### src/rtl/tsv_fault_scan_if.sv
// Link-test bundle between the TSV fault scanner and its surroundings.
// The scanner itself uses the slave modport; the link/controller side uses master.
interface tsv_fault_scan_if #(
    parameter int N_TSV = 9
);
    localparam int CNT_W = $clog2(N_TSV + 1);

    logic             start;
    logic             tsv_test_en;
    logic [N_TSV-1:0] tsv_drive;
    logic [N_TSV-1:0] tsv_sense;
    logic [N_TSV-1:0] f_flag;
    logic [CNT_W-1:0] fault_cnt;
    logic             repair_ok;
    logic             busy;
    logic             done;

    modport slave (
        input  start,
        input  tsv_sense,
        output tsv_test_en,
        output tsv_drive,
        output f_flag,
        output fault_cnt,
        output repair_ok,
        output busy,
        output done
    );

    modport master (
        output start,
        output tsv_sense,
        input  tsv_test_en,
        input  tsv_drive,
        input  f_flag,
        input  fault_cnt,
        input  repair_ok,
        input  busy,
        input  done
    );
endinterface

### src/rtl/tsv_fault_scan.sv
// Built-in loopback test of the TSV link. Each TSV gets a walking-one phase
// and a walking-zero phase; failures accumulate in a shadow vector that is
// copied to f_flag in one go at the end so downstream adders never see a
// half-finished result.
module tsv_fault_scan #(
    parameter int N_TSV      = 9,
    parameter int SETTLE     = 2,
    parameter int MAX_FAULTS = 1
) (
    input logic            clock,
    input logic            reset,
    tsv_fault_scan_if.slave scan
);
    localparam int IDX_W     = (N_TSV > 1) ? $clog2(N_TSV) : 1;
    localparam int CNT_W     = (SETTLE > 0) ? $clog2(SETTLE + 1) : 1;
    localparam int POP_W     = $clog2(N_TSV + 1);
    localparam int MAX_CLAMP = (MAX_FAULTS > N_TSV) ? N_TSV : MAX_FAULTS;

    localparam logic [IDX_W-1:0] LAST_IDX = IDX_W'(N_TSV - 1);
    localparam logic [CNT_W-1:0] SETTLE_C = CNT_W'(SETTLE);
    localparam logic [POP_W-1:0] MAX_C    = POP_W'(MAX_CLAMP);

    typedef enum logic [1:0] {
        S_IDLE,
        S_ONE,
        S_ZERO,
        S_PUBLISH
    } state_t;

    state_t           state_reg, state_next;
    logic [IDX_W-1:0] idx_reg, idx_next;
    logic [CNT_W-1:0] cnt_reg, cnt_next;
    logic [N_TSV-1:0] shadow_reg, shadow_next;
    logic [N_TSV-1:0] f_flag_reg;
    logic [POP_W-1:0] fault_cnt_reg;
    logic             repair_ok_reg;
    logic             done_reg;
    logic             publish_now;
    logic             sense_bit;
    logic [POP_W-1:0] shadow_pop;
    logic             scanning;

    // Only the TSV under test matters in a phase; the rest of tsv_sense is ignored.
    assign sense_bit = scan.tsv_sense[idx_reg];
    assign scanning  = (state_reg == S_ONE) || (state_reg == S_ZERO);

    // Next-state and phase bookkeeping for the walking-one / walking-zero scan.
    always_comb begin
        state_next  = state_reg;
        idx_next    = idx_reg;
        cnt_next    = cnt_reg;
        shadow_next = shadow_reg;
        publish_now = 1'b0;
        case (state_reg)
            S_IDLE: begin
                if (scan.start) begin
                    shadow_next = '0;
                    idx_next    = '0;
                    cnt_next    = '0;
                    state_next  = S_ONE;
                end
            end
            S_ONE: begin
                if (cnt_reg == SETTLE_C) begin
                    if (sense_bit != 1'b1) begin
                        shadow_next[idx_reg] = 1'b1;
                    end
                    cnt_next   = '0;
                    state_next = S_ZERO;
                end else begin
                    cnt_next = cnt_reg + 1'b1;
                end
            end
            S_ZERO: begin
                if (cnt_reg == SETTLE_C) begin
                    if (sense_bit != 1'b0) begin
                        shadow_next[idx_reg] = 1'b1;
                    end
                    cnt_next = '0;
                    if (idx_reg == LAST_IDX) begin
                        state_next = S_PUBLISH;
                    end else begin
                        idx_next   = idx_reg + 1'b1;
                        state_next = S_ONE;
                    end
                end else begin
                    cnt_next = cnt_reg + 1'b1;
                end
            end
            S_PUBLISH: begin
                publish_now = 1'b1;
                state_next  = S_IDLE;
            end
            default: begin
                state_next = S_IDLE;
            end
        endcase
    end

    // Population count of the accumulated shadow flags.
    always_comb begin
        shadow_pop = '0;
        for (int i = 0; i < N_TSV; i++) begin
            shadow_pop = shadow_pop + POP_W'(shadow_reg[i]);
        end
    end

    // FSM state and scan bookkeeping registers.
    always_ff @(posedge clock) begin
        if (reset) begin
            state_reg  <= S_IDLE;
            idx_reg    <= '0;
            cnt_reg    <= '0;
            shadow_reg <= '0;
        end else begin
            state_reg  <= state_next;
            idx_reg    <= idx_next;
            cnt_reg    <= cnt_next;
            shadow_reg <= shadow_next;
        end
    end

    // Published results: updated together, held until the next publish.
    always_ff @(posedge clock) begin
        if (reset) begin
            f_flag_reg    <= '0;
            fault_cnt_reg <= '0;
            repair_ok_reg <= 1'b1;
            done_reg      <= 1'b0;
        end else begin
            done_reg <= publish_now;
            if (publish_now) begin
                f_flag_reg    <= shadow_reg;
                fault_cnt_reg <= shadow_pop;
                repair_ok_reg <= (shadow_pop <= MAX_C);
            end
        end
    end

    // Test pattern: walking one in ONE, walking zero in ZERO, all low otherwise.
    genvar gi;
    generate
        for (gi = 0; gi < N_TSV; gi++) begin : g_drive
            assign scan.tsv_drive[gi] =
                ((state_reg == S_ONE)  && (idx_reg == IDX_W'(gi))) ||
                ((state_reg == S_ZERO) && (idx_reg != IDX_W'(gi)));
        end
    endgenerate

    assign scan.tsv_test_en = scanning;
    assign scan.busy        = scanning;
    assign scan.f_flag      = f_flag_reg;
    assign scan.fault_cnt   = fault_cnt_reg;
    assign scan.repair_ok   = repair_ok_reg;
    assign scan.done        = done_reg;
endmodule
### src/flat_wrapper.sv
// flat-port wrapper written by rule: the top's interface ports become plain ports
module tsv_fault_scan_flat 
#(
    parameter int N_TSV      = 9,
    parameter int SETTLE     = 2,
    parameter int MAX_FAULTS = 1
)
  (clock, reset, scan_start, scan_tsv_sense, scan_tsv_test_en, scan_tsv_drive, scan_f_flag, scan_fault_cnt, scan_repair_ok, scan_busy, scan_done);
  tsv_fault_scan_if #(.N_TSV(N_TSV)) scan_i ();
  input logic clock;
  input logic reset;
  input wire logic [$bits(scan_i.start)-1:0] scan_start;
  input wire logic [$bits(scan_i.tsv_sense)-1:0] scan_tsv_sense;
  output wire logic [$bits(scan_i.tsv_test_en)-1:0] scan_tsv_test_en;
  output wire logic [$bits(scan_i.tsv_drive)-1:0] scan_tsv_drive;
  output wire logic [$bits(scan_i.f_flag)-1:0] scan_f_flag;
  output wire logic [$bits(scan_i.fault_cnt)-1:0] scan_fault_cnt;
  output wire logic [$bits(scan_i.repair_ok)-1:0] scan_repair_ok;
  output wire logic [$bits(scan_i.busy)-1:0] scan_busy;
  output wire logic [$bits(scan_i.done)-1:0] scan_done;
  assign scan_i.start = scan_start;
  assign scan_i.tsv_sense = scan_tsv_sense;
  assign scan_tsv_test_en = scan_i.tsv_test_en;
  assign scan_tsv_drive = scan_i.tsv_drive;
  assign scan_f_flag = scan_i.f_flag;
  assign scan_fault_cnt = scan_i.fault_cnt;
  assign scan_repair_ok = scan_i.repair_ok;
  assign scan_busy = scan_i.busy;
  assign scan_done = scan_i.done;
  tsv_fault_scan #(.N_TSV(N_TSV), .SETTLE(SETTLE), .MAX_FAULTS(MAX_FAULTS)) u_core (.clock(clock), .reset(reset), .scan(scan_i));
endmodule
### config.mk
export PLATFORM = sky130hd
export DESIGN_NAME = tsv_fault_scan_flat
export DESIGN_NICKNAME = d
export VERILOG_FILES = /design/src/rtl/tsv_fault_scan_if.sv /design/src/rtl/tsv_fault_scan.sv /design/src/flat_wrapper.sv
export SDC_FILE = /design/constraint.sdc
export NUM_CORES = 1
export LEC_CHECK = 0
export ABC_AREA = 1
export CAP_MARGIN = 25
export CORE_ASPECT_RATIO = 1.1
export CORE_MARGIN = 3
export CORE_UTILIZATION = 40
export DETAILED_ROUTE_END_ITERATION = 8
export PLACE_DENSITY = 0.66
export REMOVE_ABC_BUFFERS = 1
export SLEW_MARGIN = 20
export SYNTH_ARGS = -nofsm -noshare
export SYNTH_HDL_FRONTEND = slang
export SYNTH_SLANG_ARGS = --single-unit
export TNS_END_PERCENT = 20
### constraint.sdc
create_clock -name clock -period 6.8 [get_ports clock]
set_clock_uncertainty 0.15 [all_clocks]
set_input_delay 1.36 -clock clock [delete_from_list [all_inputs] [get_ports clock]]
set_output_delay 1.36 -clock clock [all_outputs]
set_load 0.02 [all_outputs]
After elaboration in Yosys (flattened, before gate mapping) --
Cells that the tools add are included.
Storage, ports and cells: flip-flop bits (word level) 32, output and inout port bits 26, logic and storage cells 111
Cells by class: add/sub/neg operators 10, $lt $le $gt $ge 3, equality and inequality tests 26, multiplexer cells 23, bitwise logic cells 1, reductions and logical operators 40
Operators by type and width (number):
- 9-bit two-way mux | 5
- 4-bit by 1-bit adder with 4-bit output | 7
- 9-bit one-hot mux with 3 select lines | 1
- 1-bit logical AND | 19
- 4-bit by 3-bit == test with 1-bit output (second input constant) | 4
- 4-bit by 3-bit != test with 1-bit output (second input constant) | 4
- 2-bit two-way mux | 6
- 4-bit two-way mux | 3
- 1-bit logical OR | 10
- 9-bit OR | 1
- 4-bit by 2-bit == test with 1-bit output (second input constant) | 2
- 4-bit by 2-bit != test with 1-bit output (second input constant) | 2
- 2-bit one-hot mux with 4 select lines | 1
- 4-bit one-hot mux with 2 select lines | 1
- 2-bit == test (second input constant) | 3
- 2-bit by 1-bit != test with 1-bit output (second input constant) | 3
- 2-bit != test (second input constant) | 3
- 6-bit AND reduction | 1
- 4-bit by 5-bit less-than comparator with 1-bit output (second input constant) | 1
- 4-bit by 1-bit adder with 4-bit output (second input constant) | 1
- 1-bit binary-select mux with 4-bit select | 1
- 1-bit demux with 4-bit select | 1
- 4-bit by 1-bit == test with 1-bit output (second input constant) | 1
- 4-bit == test (second input constant) | 1
- 18 further kinds | 21

Logic depth before layout (Yosys ltp) --
depth after elaboration 9, depth in mapped cells 13, gate-level depth less buffers 13

Worst setup path before layout --
OpenSTA, ideal clock, no wires.
path kind reg2reg, start register u_core.shadow_reg[0], end register u_core.fault_cnt_reg[2] (netlist: u_core.scan.fault_cnt[2]), arrival time 3.081 ns, required time 6.534 ns, slack 3.453 ns, cell stages (with the launch flop) 14, buffers on the path 0, clock period less this slack 3.347 ns, path through dfxtp_1 > ha_1 > inv_1 > fa_1 > fa_1 > fa_1 > inv_1 > ha_1 > inv_1 > fa_1 > xnor2_1 > nand2_1 > o211ai_1 > inv_1
Between the ends: longest elaborated chain between the ends 8
Ends and longest elaborated chain:
- start: declaration | RTL line tsv_fault_scan.sv:33 | logic [N_TSV-1:0] shadow_reg, shadow_next;
- start signal: assignment | RTL line tsv_fault_scan.sv:119 | shadow_reg <= shadow_next;
- 1-bit by 1-bit adder with 2-bit output | RTL line tsv_fault_scan.sv:104 | shadow_pop = shadow_pop + POP_W'(shadow_reg[i]);
- 4-bit by 1-bit adder with 4-bit output (7 in a row) | RTL line tsv_fault_scan.sv:104
- end signal: assignment | RTL line tsv_fault_scan.sv:134 | fault_cnt_reg <= shadow_pop;
- end: declaration | RTL line tsv_fault_scan.sv:35 | logic [POP_W-1:0] fault_cnt_reg;
Every way passes these cells. A chain may end at the register's enable or synchronous reset.

Final worst setup path --
start register u_core.idx_reg[0], end output port scan_tsv_drive[8]
Between the ends: longest elaborated chain between the ends 3
Ends and longest elaborated chain:
- start: declaration | RTL line tsv_fault_scan.sv:31 | logic [IDX_W-1:0] idx_reg, idx_next;
- start signal: assignment | RTL line tsv_fault_scan.sv:117 | idx_reg <= idx_next;
- 4-bit == test or 4-bit != test (tied branches) | RTL line tsv_fault_scan.sv:145, tsv_fault_scan.sv:146
- 1-bit logical AND (on tied branches) | RTL line tsv_fault_scan.sv:145, tsv_fault_scan.sv:146
- 1-bit logical OR (*) | RTL line tsv_fault_scan.sv:145 | ((state_reg == S_ONE) && (idx_reg == IDX_W'(gi))) ||
- end: declaration | RTL line flat_wrapper.sv:15 | output wire logic [$bits(scan_i.tsv_drive)-1:0] scan_tsv_drive;
Mark *: on every way between the ends. The rest lies on a longest branch, timed or not.

==> impl_metrics.toml <==
[worst_setup_path]
worst-path-buf-inv = 2
path_cells = "inv_2 > ha_1 > nand3_1 > nand2_1 > o21ai_0 > clkdlybuf4s50_1"
critPathArrivalTime_ns = 2.18
worstSetupPathType = "register to output port"
r2r_slack_ns = 3.30
slowest_delay_ns = 0.64
setup.worst_path.start_class = "register"
r2r_start = "u_core.shadow_reg[0]$_SDFFE_PP0P_"
worstSetupEndpointType = "output port"
path_depth = 6
r2r-end = "u_core.scan.fault_cnt[2]$_SDFFE_PP0P_"
slowest_stage = "clkdlybuf4s50_1"
crit_fanout = 10
path_delay_family = "buffers and inverters"
r2r_cells = 13
worstPathRequired_ns = 5.29

[clock_tree]
htree_num_levels = 2
clk_pin_slew_ns = 0.07
root_buffer = "clkbuf_8"
clock_sinks = 32
post_cts_buffers = 0
clk_latency_ns = 0.28
cts_tree = "built"
clockBufferDepth = 2
cts_buffers = 5
cts_resized = 0
holdBufCountCts = 0

[placement]
io_buffers = 37
dpl.hpwl_microns = 3300
place_area_sq_mm = 0.00232
globalplace.congestion = 0.824

[global_routing]
grt_pass1_vias = 1724
grt.busiest_layer = "met2"
grt_max_degree = 28
grtUsageMet3_pct = 3.80
antenna_found_initial = 0
grt_use_met1_pct = 20.5
track_usage_pct = 16.2
grt.overflow.total = 0
met2_usage_pct = 27.7
grt_pass1_wl_microns = 7480

[cells_and_area]
n_antenna_cell = 0
fillers = 451
drive_gt1_share_pct = 6.10
final_cell_area_sq_mm = 0.00243
layout.nets = 325
syn_to_final_growth_pct = 25.6

[synth]
synthCells = 260
yosys_warnings = 0
synth_area_sq_mm = 0.00194
synth_cell_types = 32
yosysSeqAreaShare_pct = 33.1
synth_area_per_cell_sq_um = 7.44
ys_ff_latch = 32

[die]
die_h_microns = 79.0
die_w_microns = 72.3
initial_utilization_pct = 43.3
core-area_sq_mm = 0.00447
die_area_sq_mm = 0.00571
ios = 38
num_rows = 25

[sta]
fmax_mhz = 271
setup_viol = 0
report.final.hold_viol_count = 0
rsz0062_at_grt = "no"
period_needed_ns = 3.69
finalSetupTns_ns = 0
relSlewSlack_pct = 48.9
max_slew.worst_pin.slew_ns = 0.767
period_share_pct = 54.3
final_max_slew_viol_count = 0

[power_and_ir_drop]
power.leakage_nw = 0.979
ir_worst_vdd_mv = 0.187
powerDensity_mw_per_mm2 = 368

[detailed_routing]
first_pass_iters = 4
drtAntennaViolNets = 0
vias = 1742
wire_per_inst_microns = 12.3
drc_errors = 0
wl_microns = 4310
viasPerCell = 4.99
initialDrtViolationCount = 80

[hold_path]
whs_endpoint = "u_core.shadow_reg[7]$_SDFFE_PP0P_"
hold_depth = 2
hp-class = "register to register"
min_from = "u_core.shadow_reg[7]$_SDFFE_PP0P_"

[job]
cap_violations = 0

[run_status]
outcome = "completed"
[cell usage in the layout (no fill, tap or decap)]
| cell type | n |
|---|---|
| nand3_1 | 7 |
| dfxtp_1 | 32 |
| nor3_1 | 4 |
| nor2_2 | 1 |
| nand2_4 | 1 |
| a21oi_1 | 33 |
| clkbuf_8 | 5 |
| or2_1 | 1 |
| bufinv_16 | 1 |
| inv_1 | 42 |
| xnor2_1 | 1 |
| nand4_1 | 10 |
| clkdlybuf4s50_1 | 37 |
| nand2_1 | 43 |
| o211ai_1 | 2 |
| nor2_1 | 8 |
| clkinv_1 | 1 |
| o21ai_1 | 2 |
| a31oi_1 | 2 |
| nor3b_1 | 2 |
| fa_1 | 5 |
| nand2_2 | 2 |
| a211oi_1 | 3 |
| inv_2 | 2 |
| clkinv_2 | 1 |
| o311a_1 | 1 |
| ha_1 | 14 |
| o21ai_0 | 26 |
| nand3_2 | 2 |
| nand3_4 | 2 |
| nor2_4 | 1 |
| clkbuf_1 | 1 |
[stage by stage]
stage | instances | setup WS, ns | hold WS, ns | utilization (%) | total power, mW
after CTS | 349 | 3.11 | 0.313 | 54.3 | 0.903
final | 349 | 3.11 | 0.310 | 54.3 | 0.895
after global routing | 349 | 2.92 | 0.338 | 54.3 | 0.965
after global placement | 341 | 3.36 | 0.298 | 51.9 | 0.711
after detailed placement | 341 | 3.28 | 0.304 | 51.9 | 0.718
after floorplan | 250 | 3.44 | 0.285 | - | 0.562
[area by class of cell]
class	count	area [sq um]	area share, %
inverters	45	169	6.95
repair buffers	37	370	15.2
flip-flops and latches	32	641	26.4
clock buffers	6	72.6	2.99
clock inverters	2	35.0	1.44
well taps	54	67.6	2.78
multi-input cells	173	1080	44.3
[routing by layer]
layer  up-vias  part of all wire (%)
li1        922                     -
met1       787                    47
met2        27                    49
met3         6                   3.4
met4         0                   1.1
met5         -                     0
[how the worst max path moves through the flow]
stage                                           start                                     to  slack (ns)
floorplan           u_core.shadow_reg[0]$_SDFFE_PP0P_  u_core.scan.fault_cnt[2]$_SDFFE_PP0P_        3.44
global placement    u_core.shadow_reg[0]$_SDFFE_PP0P_  u_core.scan.fault_cnt[2]$_SDFFE_PP0P_        3.36
detailed placement  u_core.shadow_reg[0]$_SDFFE_PP0P_  u_core.scan.fault_cnt[2]$_SDFFE_PP0P_        3.28
CTS                    u_core.idx_reg[0]$_SDFFE_PP0P_                      scan_tsv_drive[8]        3.11
global route           u_core.idx_reg[0]$_SDFFE_PP0P_                      scan_tsv_drive[8]        2.92
finish                 u_core.idx_reg[0]$_SDFFE_PP0P_                      scan_tsv_drive[8]        3.11
[where the power goes]
group / switching [mW] / internal, mW / total (mW)
Combinational: 0.296 / 0.172 / 0.468
Clock: 0.0718 / 0.109 / 0.180
Sequential: 0.0276 / 0.219 / 0.247
[synthesized netlist by cell type]
library cell,count,area share [%]
a211oi_1,3,1.2
a21oi_1,33,8.5
a31oi_1,2,0.65
buf_1,1,0.19
buf_2,1,0.26
buf_4,1,0.39
buf_6,1,0.58
clkbuf_1,6,1.2
clkinv_1,1,0.19
dfxtp_1,32,33
fa_1,5,5.2
ha_1,14,9.0
inv_1,42,8.1
inv_2,2,0.39
nand2_1,43,8.3
nand2_2,2,0.65
nand2_4,1,0.58
nand3_1,7,1.8
nand3_2,2,1.0
nand3_4,2,1.8
nand4_1,10,3.2
nor2_1,8,1.6
nor2_2,1,0.32
nor2_4,1,0.58
nor3_1,4,1.0
nor3b_1,2,0.78
o211ai_1,2,0.78
o21ai_0,26,6.7
o21ai_1,2,0.52
o311a_1,1,0.52
or2_1,1,0.32
xnor2_1,1,0.45
[worst reg2reg max path: stages (launching register included)]
cell	delay, ns
dfxtp_1	0.33
ha_1	0.27
inv_1	0.05
fa_1	0.51
fa_1	0.52
fa_1	0.48
inv_1	0.07
ha_1	0.16
inv_1	0.06
fa_1	0.38
xnor2_1	0.20
nand2_1	0.07
o211ai_1	0.10
inv_1	0.05
[cells by family after synthesis]
group | share of synthesized area (%)
and+or+nand+nor | 22.0
adders and majority gates | 14.2
buffers and inverters | 11.3
DFF | 33.1
xor gates and xnor gates | 0.453
AOI/OAI and AO/OA | 18.9
No activity file was read; power rests on OpenSTA's default activity.
